===== src/rtl/mul_seq_pkg.sv =====
// Shared definitions for the pip1 ALU multi-cycle units (multiplier and divider).
package mul_seq_pkg;

  localparam int W_PD_DATA = 32;
  localparam int W_PD_UOPS = 6;

  // Multiplier uops
  localparam logic [W_PD_UOPS-1:0] UOP_MUL    = 6'b000000;
  localparam logic [W_PD_UOPS-1:0] UOP_MULH   = 6'b000001;
  localparam logic [W_PD_UOPS-1:0] UOP_MULHSU = 6'b000010;
  localparam logic [W_PD_UOPS-1:0] UOP_MULHU  = 6'b000011;

  // Divider uops
  localparam logic [W_PD_UOPS-1:0] UOP_DIV    = 6'b000100;
  localparam logic [W_PD_UOPS-1:0] UOP_DIVU   = 6'b000101;
  localparam logic [W_PD_UOPS-1:0] UOP_REM    = 6'b000110;
  localparam logic [W_PD_UOPS-1:0] UOP_REMU   = 6'b000111;

  // Control state shared by both multi-cycle units
  typedef enum logic [1:0] {
    ST_IDLE = 2'b00,
    ST_PREP = 2'b01,
    ST_MUL  = 2'b10,
    ST_FIN  = 2'b11
  } state_t;

  // Two's-complement magnitude; 0x80000000 correctly maps to unsigned 2^31
  function automatic logic [W_PD_DATA-1:0] magnitude(input logic [W_PD_DATA-1:0] x,
                                                     input logic             isSigned);
    return (isSigned && x[W_PD_DATA-1]) ? (~x + W_PD_DATA'(1)) : x;
  endfunction

endpackage


===== src/rtl/mul_seq_if.sv =====
// Dataflow/controlflow bundle between the pipeline controller and the multiplier.
interface mul_seq_if;
  import mul_seq_pkg::*;

  logic [W_PD_UOPS-1:0] DFI_PD_uops;
  logic [W_PD_DATA-1:0] DFI_PD_rs;
  logic [W_PD_DATA-1:0] DFI_PD_rt;
  logic                 CFI_PC_ena;
  logic                 CFI_PC_clear;
  logic [W_PD_DATA-1:0] DFO_PD_rs;
  logic                 DFO_PD_ofw;
  logic                 CFO_PC_busy;
  logic                 CFO_PC_done;

  // Pipeline side: issues operations, observes results
  modport master (
    output DFI_PD_uops, DFI_PD_rs, DFI_PD_rt, CFI_PC_ena, CFI_PC_clear,
    input  DFO_PD_rs, DFO_PD_ofw, CFO_PC_busy, CFO_PC_done
  );

  // Execution unit side
  modport slave (
    input  DFI_PD_uops, DFI_PD_rs, DFI_PD_rt, CFI_PC_ena, CFI_PC_clear,
    output DFO_PD_rs, DFO_PD_ofw, CFO_PC_busy, CFO_PC_done
  );

endinterface


===== src/rtl/mul_seq_step.sv =====
// One shift-add iteration on {ACC,MQ}: conditionally add M, then shift right by one.
module mul_step
  import mul_seq_pkg::*;
(
  input  logic [W_PD_DATA:0]   i_acc,
  input  logic [W_PD_DATA-1:0] i_mq,
  input  logic [W_PD_DATA-1:0] i_m,
  output logic [W_PD_DATA:0]   o_acc,
  output logic [W_PD_DATA-1:0] o_mq
);

  logic [W_PD_DATA:0] w_sum;

  // Add the multiplicand when the current multiplier bit is set, then shift the pair
  always_comb begin
    w_sum = i_mq[0] ? (i_acc + {1'b0, i_m}) : i_acc;
    o_acc = {1'b0, w_sum[W_PD_DATA:1]};
    o_mq  = {w_sum[0], i_mq[W_PD_DATA-1:1]};
  end

endmodule


===== src/rtl/mul_seq.sv =====
// Sequential 32-iteration shift-add multiplier for the pip1 ALU (low/high product words).
module mul_seq
  import mul_seq_pkg::*;
(
  input  logic clk,
  input  logic rstn,
  mul_seq_if.slave bus
);

  localparam int              W_CNT    = $clog2(W_PD_DATA);
  localparam logic [W_CNT-1:0] CNT_LAST = W_CNT'(W_PD_DATA - 1);

  state_t                 r_state;
  logic [W_PD_UOPS-1:0]   r_uop;
  logic [W_PD_DATA-1:0]   r_rs;
  logic [W_PD_DATA-1:0]   r_rt;
  logic [W_PD_DATA:0]     r_acc;
  logic [W_PD_DATA-1:0]   r_mq;
  logic [W_PD_DATA-1:0]   r_m;
  logic                   r_sgn;
  logic [W_CNT-1:0]       r_cnt;
  logic [W_PD_DATA-1:0]   r_res;
  logic                   r_ofw;
  logic                   r_busy;
  logic                   r_done;

  logic                   w_rsSigned;
  logic                   w_rtSigned;
  logic [W_PD_DATA:0]     w_accNext;
  logic [W_PD_DATA-1:0]   w_mqNext;
  logic [2*W_PD_DATA-1:0] w_prod;
  logic [W_PD_DATA-1:0]   w_res;
  logic                   w_ofw;

  mul_step u_step (
    .i_acc (r_acc),
    .i_mq  (r_mq),
    .i_m   (r_m),
    .o_acc (w_accNext),
    .o_mq  (w_mqNext)
  );

  // Decode operand signedness and form the signed final product and result word
  always_comb begin
    w_rsSigned = (r_uop == UOP_MUL) || (r_uop == UOP_MULH) || (r_uop == UOP_MULHSU);
    w_rtSigned = (r_uop == UOP_MUL) || (r_uop == UOP_MULH);
    w_prod     = {r_acc[W_PD_DATA-1:0], r_mq};
    if (r_sgn) begin
      w_prod = ~w_prod + (2*W_PD_DATA)'(1);
    end
    w_res = '0;
    w_ofw = 1'b0;
    case (r_uop)
      UOP_MUL: begin
        w_res = w_prod[W_PD_DATA-1:0];
        w_ofw = (w_prod[2*W_PD_DATA-1:W_PD_DATA] != {W_PD_DATA{w_prod[W_PD_DATA-1]}});
      end
      UOP_MULH, UOP_MULHSU, UOP_MULHU: begin
        w_res = w_prod[2*W_PD_DATA-1:W_PD_DATA];
      end
      default: begin
        w_res = '0;
      end
    endcase
  end

  // Control FSM with registered result, busy and done outputs
  always_ff @(posedge clk or negedge rstn) begin
    if (!rstn) begin
      r_state <= ST_IDLE;
      r_uop   <= '0;
      r_rs    <= '0;
      r_rt    <= '0;
      r_acc   <= '0;
      r_mq    <= '0;
      r_m     <= '0;
      r_sgn   <= 1'b0;
      r_cnt   <= '0;
      r_res   <= '0;
      r_ofw   <= 1'b0;
      r_busy  <= 1'b0;
      r_done  <= 1'b0;
    end else begin
      r_done <= 1'b0;
      if (bus.CFI_PC_clear) begin
        r_state <= ST_IDLE;
        r_busy  <= 1'b0;
      end else begin
        case (r_state)
          ST_IDLE: begin
            if (bus.CFI_PC_ena) begin
              r_uop   <= bus.DFI_PD_uops;
              r_rs    <= bus.DFI_PD_rs;
              r_rt    <= bus.DFI_PD_rt;
              r_state <= ST_PREP;
              r_busy  <= 1'b1;
            end
          end
          ST_PREP: begin
            r_m     <= magnitude(r_rs, w_rsSigned);
            r_mq    <= magnitude(r_rt, w_rtSigned);
            r_sgn   <= (w_rsSigned & r_rs[W_PD_DATA-1]) ^ (w_rtSigned & r_rt[W_PD_DATA-1]);
            r_acc   <= '0;
            r_cnt   <= '0;
            r_state <= ST_MUL;
          end
          ST_MUL: begin
            r_acc <= w_accNext;
            r_mq  <= w_mqNext;
            if (r_cnt == CNT_LAST) begin
              r_state <= ST_FIN;
            end else begin
              r_cnt <= r_cnt + W_CNT'(1);
            end
          end
          ST_FIN: begin
            r_res   <= w_res;
            r_ofw   <= w_ofw;
            r_done  <= 1'b1;
            r_busy  <= 1'b0;
            r_state <= ST_IDLE;
          end
          default: begin
            r_state <= ST_IDLE;
            r_busy  <= 1'b0;
          end
        endcase
      end
    end
  end

  assign bus.DFO_PD_rs   = r_res;
  assign bus.DFO_PD_ofw  = r_ofw;
  assign bus.CFO_PC_busy = r_busy;
  assign bus.CFO_PC_done = r_done;

endmodule


===== src/flat_wrapper.sv =====
// flat-port wrapper written by rule: the top's interface ports become plain ports
module mul_seq_flat import mul_seq_pkg::*;
  (clk, rstn, bus_DFI_PD_uops, bus_DFI_PD_rs, bus_DFI_PD_rt, bus_CFI_PC_ena, bus_CFI_PC_clear, bus_DFO_PD_rs, bus_DFO_PD_ofw, bus_CFO_PC_busy, bus_CFO_PC_done);
  mul_seq_if bus_i ();
  input  logic clk;
  input  logic rstn;
  input wire logic [$bits(bus_i.DFI_PD_uops)-1:0] bus_DFI_PD_uops;
  input wire logic [$bits(bus_i.DFI_PD_rs)-1:0] bus_DFI_PD_rs;
  input wire logic [$bits(bus_i.DFI_PD_rt)-1:0] bus_DFI_PD_rt;
  input wire logic [$bits(bus_i.CFI_PC_ena)-1:0] bus_CFI_PC_ena;
  input wire logic [$bits(bus_i.CFI_PC_clear)-1:0] bus_CFI_PC_clear;
  output wire logic [$bits(bus_i.DFO_PD_rs)-1:0] bus_DFO_PD_rs;
  output wire logic [$bits(bus_i.DFO_PD_ofw)-1:0] bus_DFO_PD_ofw;
  output wire logic [$bits(bus_i.CFO_PC_busy)-1:0] bus_CFO_PC_busy;
  output wire logic [$bits(bus_i.CFO_PC_done)-1:0] bus_CFO_PC_done;
  assign bus_i.DFI_PD_uops = bus_DFI_PD_uops;
  assign bus_i.DFI_PD_rs = bus_DFI_PD_rs;
  assign bus_i.DFI_PD_rt = bus_DFI_PD_rt;
  assign bus_i.CFI_PC_ena = bus_CFI_PC_ena;
  assign bus_i.CFI_PC_clear = bus_CFI_PC_clear;
  assign bus_DFO_PD_rs = bus_i.DFO_PD_rs;
  assign bus_DFO_PD_ofw = bus_i.DFO_PD_ofw;
  assign bus_CFO_PC_busy = bus_i.CFO_PC_busy;
  assign bus_CFO_PC_done = bus_i.CFO_PC_done;
  mul_seq u_core (.clk(clk), .rstn(rstn), .bus(bus_i));
endmodule

===== config.mk =====
export PLATFORM = sky130hd
export DESIGN_NAME = mul_seq_flat
export DESIGN_NICKNAME = d
export VERILOG_FILES = /design/src/rtl/mul_seq_pkg.sv /design/src/rtl/mul_seq_if.sv /design/src/rtl/mul_seq_step.sv /design/src/rtl/mul_seq.sv /design/src/flat_wrapper.sv
export SDC_FILE = /design/constraint.sdc
export NUM_CORES = 1
export LEC_CHECK = 0
export ABC_AREA = 1
export CAP_MARGIN = 20
export CORE_UTILIZATION = 60
export DETAILED_ROUTE_END_ITERATION = 6
export PLACE_DENSITY = 0.9
export SETUP_SLACK_MARGIN = 0.4
export SYNTH_ARGS = -nofsm -noshare
export SYNTH_HDL_FRONTEND = slang
export SYNTH_SLANG_ARGS = --single-unit

===== constraint.sdc =====
create_clock -name clk -period 3.3 [get_ports clk]
set_clock_uncertainty 0.2 [all_clocks]
set_input_delay 0.66 -clock clk [delete_from_list [all_inputs] [get_ports clk]]
set_output_delay 0.66 -clock clk [all_outputs]
set_load 0.02 [all_outputs]

==> impl_metrics.yaml <==
outcome:
  outcome: "completed"
critical_path:
  crit_type: "register to register"
  crit_required_ns: 3.53
  cp.arrival_ns: 3.05
  crit_path_max_fanout: 6
  critPathCaptureType: "register"
  startpoint_type: "register"
clocking:
  numCtsBuffers: 23
  numClockSinks: 209
  h-tree-depth: 1
  clk_latency_ns: 0.54
  cts.reportedPaths.clkPinSlew_ns: 0.07
  clockBufferDepth: 3
  root_buffer: "clkbuf_16"
  tritoncts: "built"
synthesis:
  yosysSeqAreaShare: 0.3578
  synth.most_common_cell: "nand2_1"
  ys_ff_latch: 209
  synth.avg_cell_area_sq_um: 6.990
  ys_top_cells_by_count: "nand2_1, nor2_1, o21ai_0, dfrtp_1, inv_1"
  yosysWarnings: 0
  synth.distinct_cells: 55
  synthArstFlopShare: 1.000
  synthFlopType: "dfrtp_1"
  syn_area_sq_mm: 0.01462
  yosys.area.top_type: "dfrtp_1"
  synth_edf_count: 0
  synthTopCellsByArea: "dfrtp_1, nand2_1, o21ai_0, nor2_1, a21oi_1"
  syn-num-nets: 2208
  syn_inst: 2091
  synth_top_area_frac: 0.3578
detailed_routing:
  drt-initial-drc-count: 2009
  wl_per_cell_um: 19.15
  vias_per_cell: 6.005
  num_vias: 15127
  drtPass1Iterations: 6
  wl_um: 48240
  drc: 0
  final_antenna_net_count: 0
timing:
  fin_crit_sh: 0.8543
  fmax_mhz: 354.7
  worst_slack_ns: 0.4809
  drv_slew: 0
  fin_hold_ws_ns: 0.2831
  final.setup.tns_ns: 0
  slew_headroom: 0.5366
  period_needed_ns: 2.819
  finalHoldViolCount: 0
  worstMarginPinSlew_ns: 0.6943
  setup_viol: 0
  rsz0062_at_grt: "true"
placement:
  dpl.hpwl_um: 36710
  dp_slack_ns: 0.2965
  place_congestion: 1.075
  portBuffers: 108
  place_area_sq_mm: 0.01610
global_route:
  grt_pass1_vias: 14091
  antenna_found_initial: 0
  grt_overflow: 0
  grt_pass1_wl_um: 75570
  grt_max_degree: 76
  grt.total_usage: 0.3924
cells_and_area:
  drive_gt1_frac: 0.08727
  area_delta_synth_final_pct: 15.89
  antenna_cells: 0
  finalNetCount: 2302
  stdcell_area_sq_mm: 0.01694
floorplan:
  coreArea_sq_mm: 0.02368
  die_area_sq_mm: 0.02499
  ios: 109
  initial_utilization: 0.6172
  die_w_um: 158.1
  chipHeight_um: 158.1
  num_rows: 56
pwr:
  fin_total_pwr_w: 0.01832
  power_density_mw_per_mm2: 1081
  power.leakage_nw: 7.896
  peakVddDrop_mv: 0.6594
run:
  maxCapViolations: 0
min_path:
  hold_class: "register to register"
==> placed cells by master (no fill, tap or decap), types with 20 or more instances in the layout <==
| cell | netlist | routed |
|---|---|---|
| dfrtp_1 | 209 | 206 |
| o21ai_0 | 218 | 212 |
| a21oi_1 | 166 | 163 |
| nor2_2 | 20 | 20 |
| inv_1 | 180 | 180 |
| clkdlybuf4s50_1 | 0 | 107 |
| ha_1 | 42 | 40 |
| nor3_1 | 23 | 23 |
| buf_4 | 1 | 25 |
| clkbuf_16 | 0 | 23 |
| nor2_1 | 261 | 259 |
| nand2_1 | 516 | 514 |
| xor2_1 | 52 | 52 |
| mux2_2 | 37 | 37 |
| nand3_1 | 116 | 115 |
==> worst max-delay path: stages (launching register included) <==
cell	delay, ns
dfrtp_2	0.46
inv_1	0.11
fa_1	0.39
inv_1	0.09
nand2_1	0.09
a21oi_2	0.20
a21oi_2	0.10
o21ai_2	0.23
nand2_1	0.11
nand2_2	0.10
nand2_1	0.10
nand2_2	0.12
nand2_1	0.06
nand2_1	0.08
nor2_1	0.04
o21ai_0	0.17
nand2_1	0.07
==> worst paths after layout <==
| check | start | end | slack (ns) | cells past startpoint |
|---|---|---|---|---|
| max | u_core.r_acc[1]$_DFFE_PN0P_ | u_core.r_acc[29]$_DFFE_PN0P_ | 0.48 | 16 |
| min | u_core.bus.DFO_PD_rs[20]$_DFFE_PN0P_ | u_core.bus.DFO_PD_rs[20]$_DFFE_PN0P_ | 0.28 | 2 |
| max reg2reg | u_core.r_acc[1]$_DFFE_PN0P_ | u_core.r_acc[29]$_DFFE_PN0P_ | 0.48 | 16 |
| min reg2reg | u_core.bus.DFO_PD_rs[20]$_DFFE_PN0P_ | u_core.bus.DFO_PD_rs[20]$_DFFE_PN0P_ | 0.28 | 2 |
| max in group asynchronous | rstn | u_core.r_rt[1]$_DFFE_PN0P_ | 1.51 | 3 |
| min in group asynchronous | rstn | u_core.r_rs[23]$_DFFE_PN0P_ | 0.55 | 2 |
==> logic make-up after synthesis <==
| family | share of synthesized area |
|---|---|
| mux | 0.02851 |
| simple gates | 0.2974 |
| compound gates | 0.1757 |
| fa+ha+maj | 0.03732 |
| flops | 0.3578 |
| xor+xnor | 0.03535 |
| buf+inv | 0.06797 |
==> timing repair <==
action,4_1_cts,5_1_grt
setup endpoints to repair,7,19
pin swaps,1,3
hold endpoints to repair,71,0
setup buffers,2,3
hold buffers,1,0
gates resized for setup,2,20
==> per-layer routing <==
layer  share of wire  global-route usage
met1            0.42              0.5609
met3            0.11             0.07336
met2            0.44              0.6063
met5               0                   0
met4           0.028              0.1085
==> metrics by stage <==
step | std cells | utilization
after global routing | 2519 | 0.7152
after CTS | 2516 | 0.7119
after floorplan | 2091 | -
final | 2519 | 0.7152
after detailed placement | 2473 | 0.6797
after global placement | 2473 | 0.6797
==> state kept, by name, indices dropped and copies added, names as in the netlist, 2 cells and up <==
name,count
u_core.r_cnt,5
u_core.bus.DFO_PD_rs,32
u_core.r_m,32
u_core.r_acc,32
u_core.r_rs,32
u_core.r_rt,32
u_core.r_uop,6
u_core.r_mq,32
u_core.r_state,2
==> final cells by class <==
type / count / area (sq um)
multi-input cells: 1622 / 8458
fillers: 1916 / 6744
repair buffers: 140 / 1403
flip-flops and latches: 209 / 5234
clock inverters: 4 / 38.79
inverters: 189 / 711.9
well taps: 319 / 399.1
clock buffers: 36 / 694.4
==> where the power goes <==
part           switching [W]  total [W]  internal (W)
combinational        0.00709     0.0106       0.00347
sequential           0.00155    0.00523       0.00369
clock                0.00108    0.00253       0.00145
total                0.00971     0.0183       0.00860
Note: power is estimated with default switching activity, not from simulation.
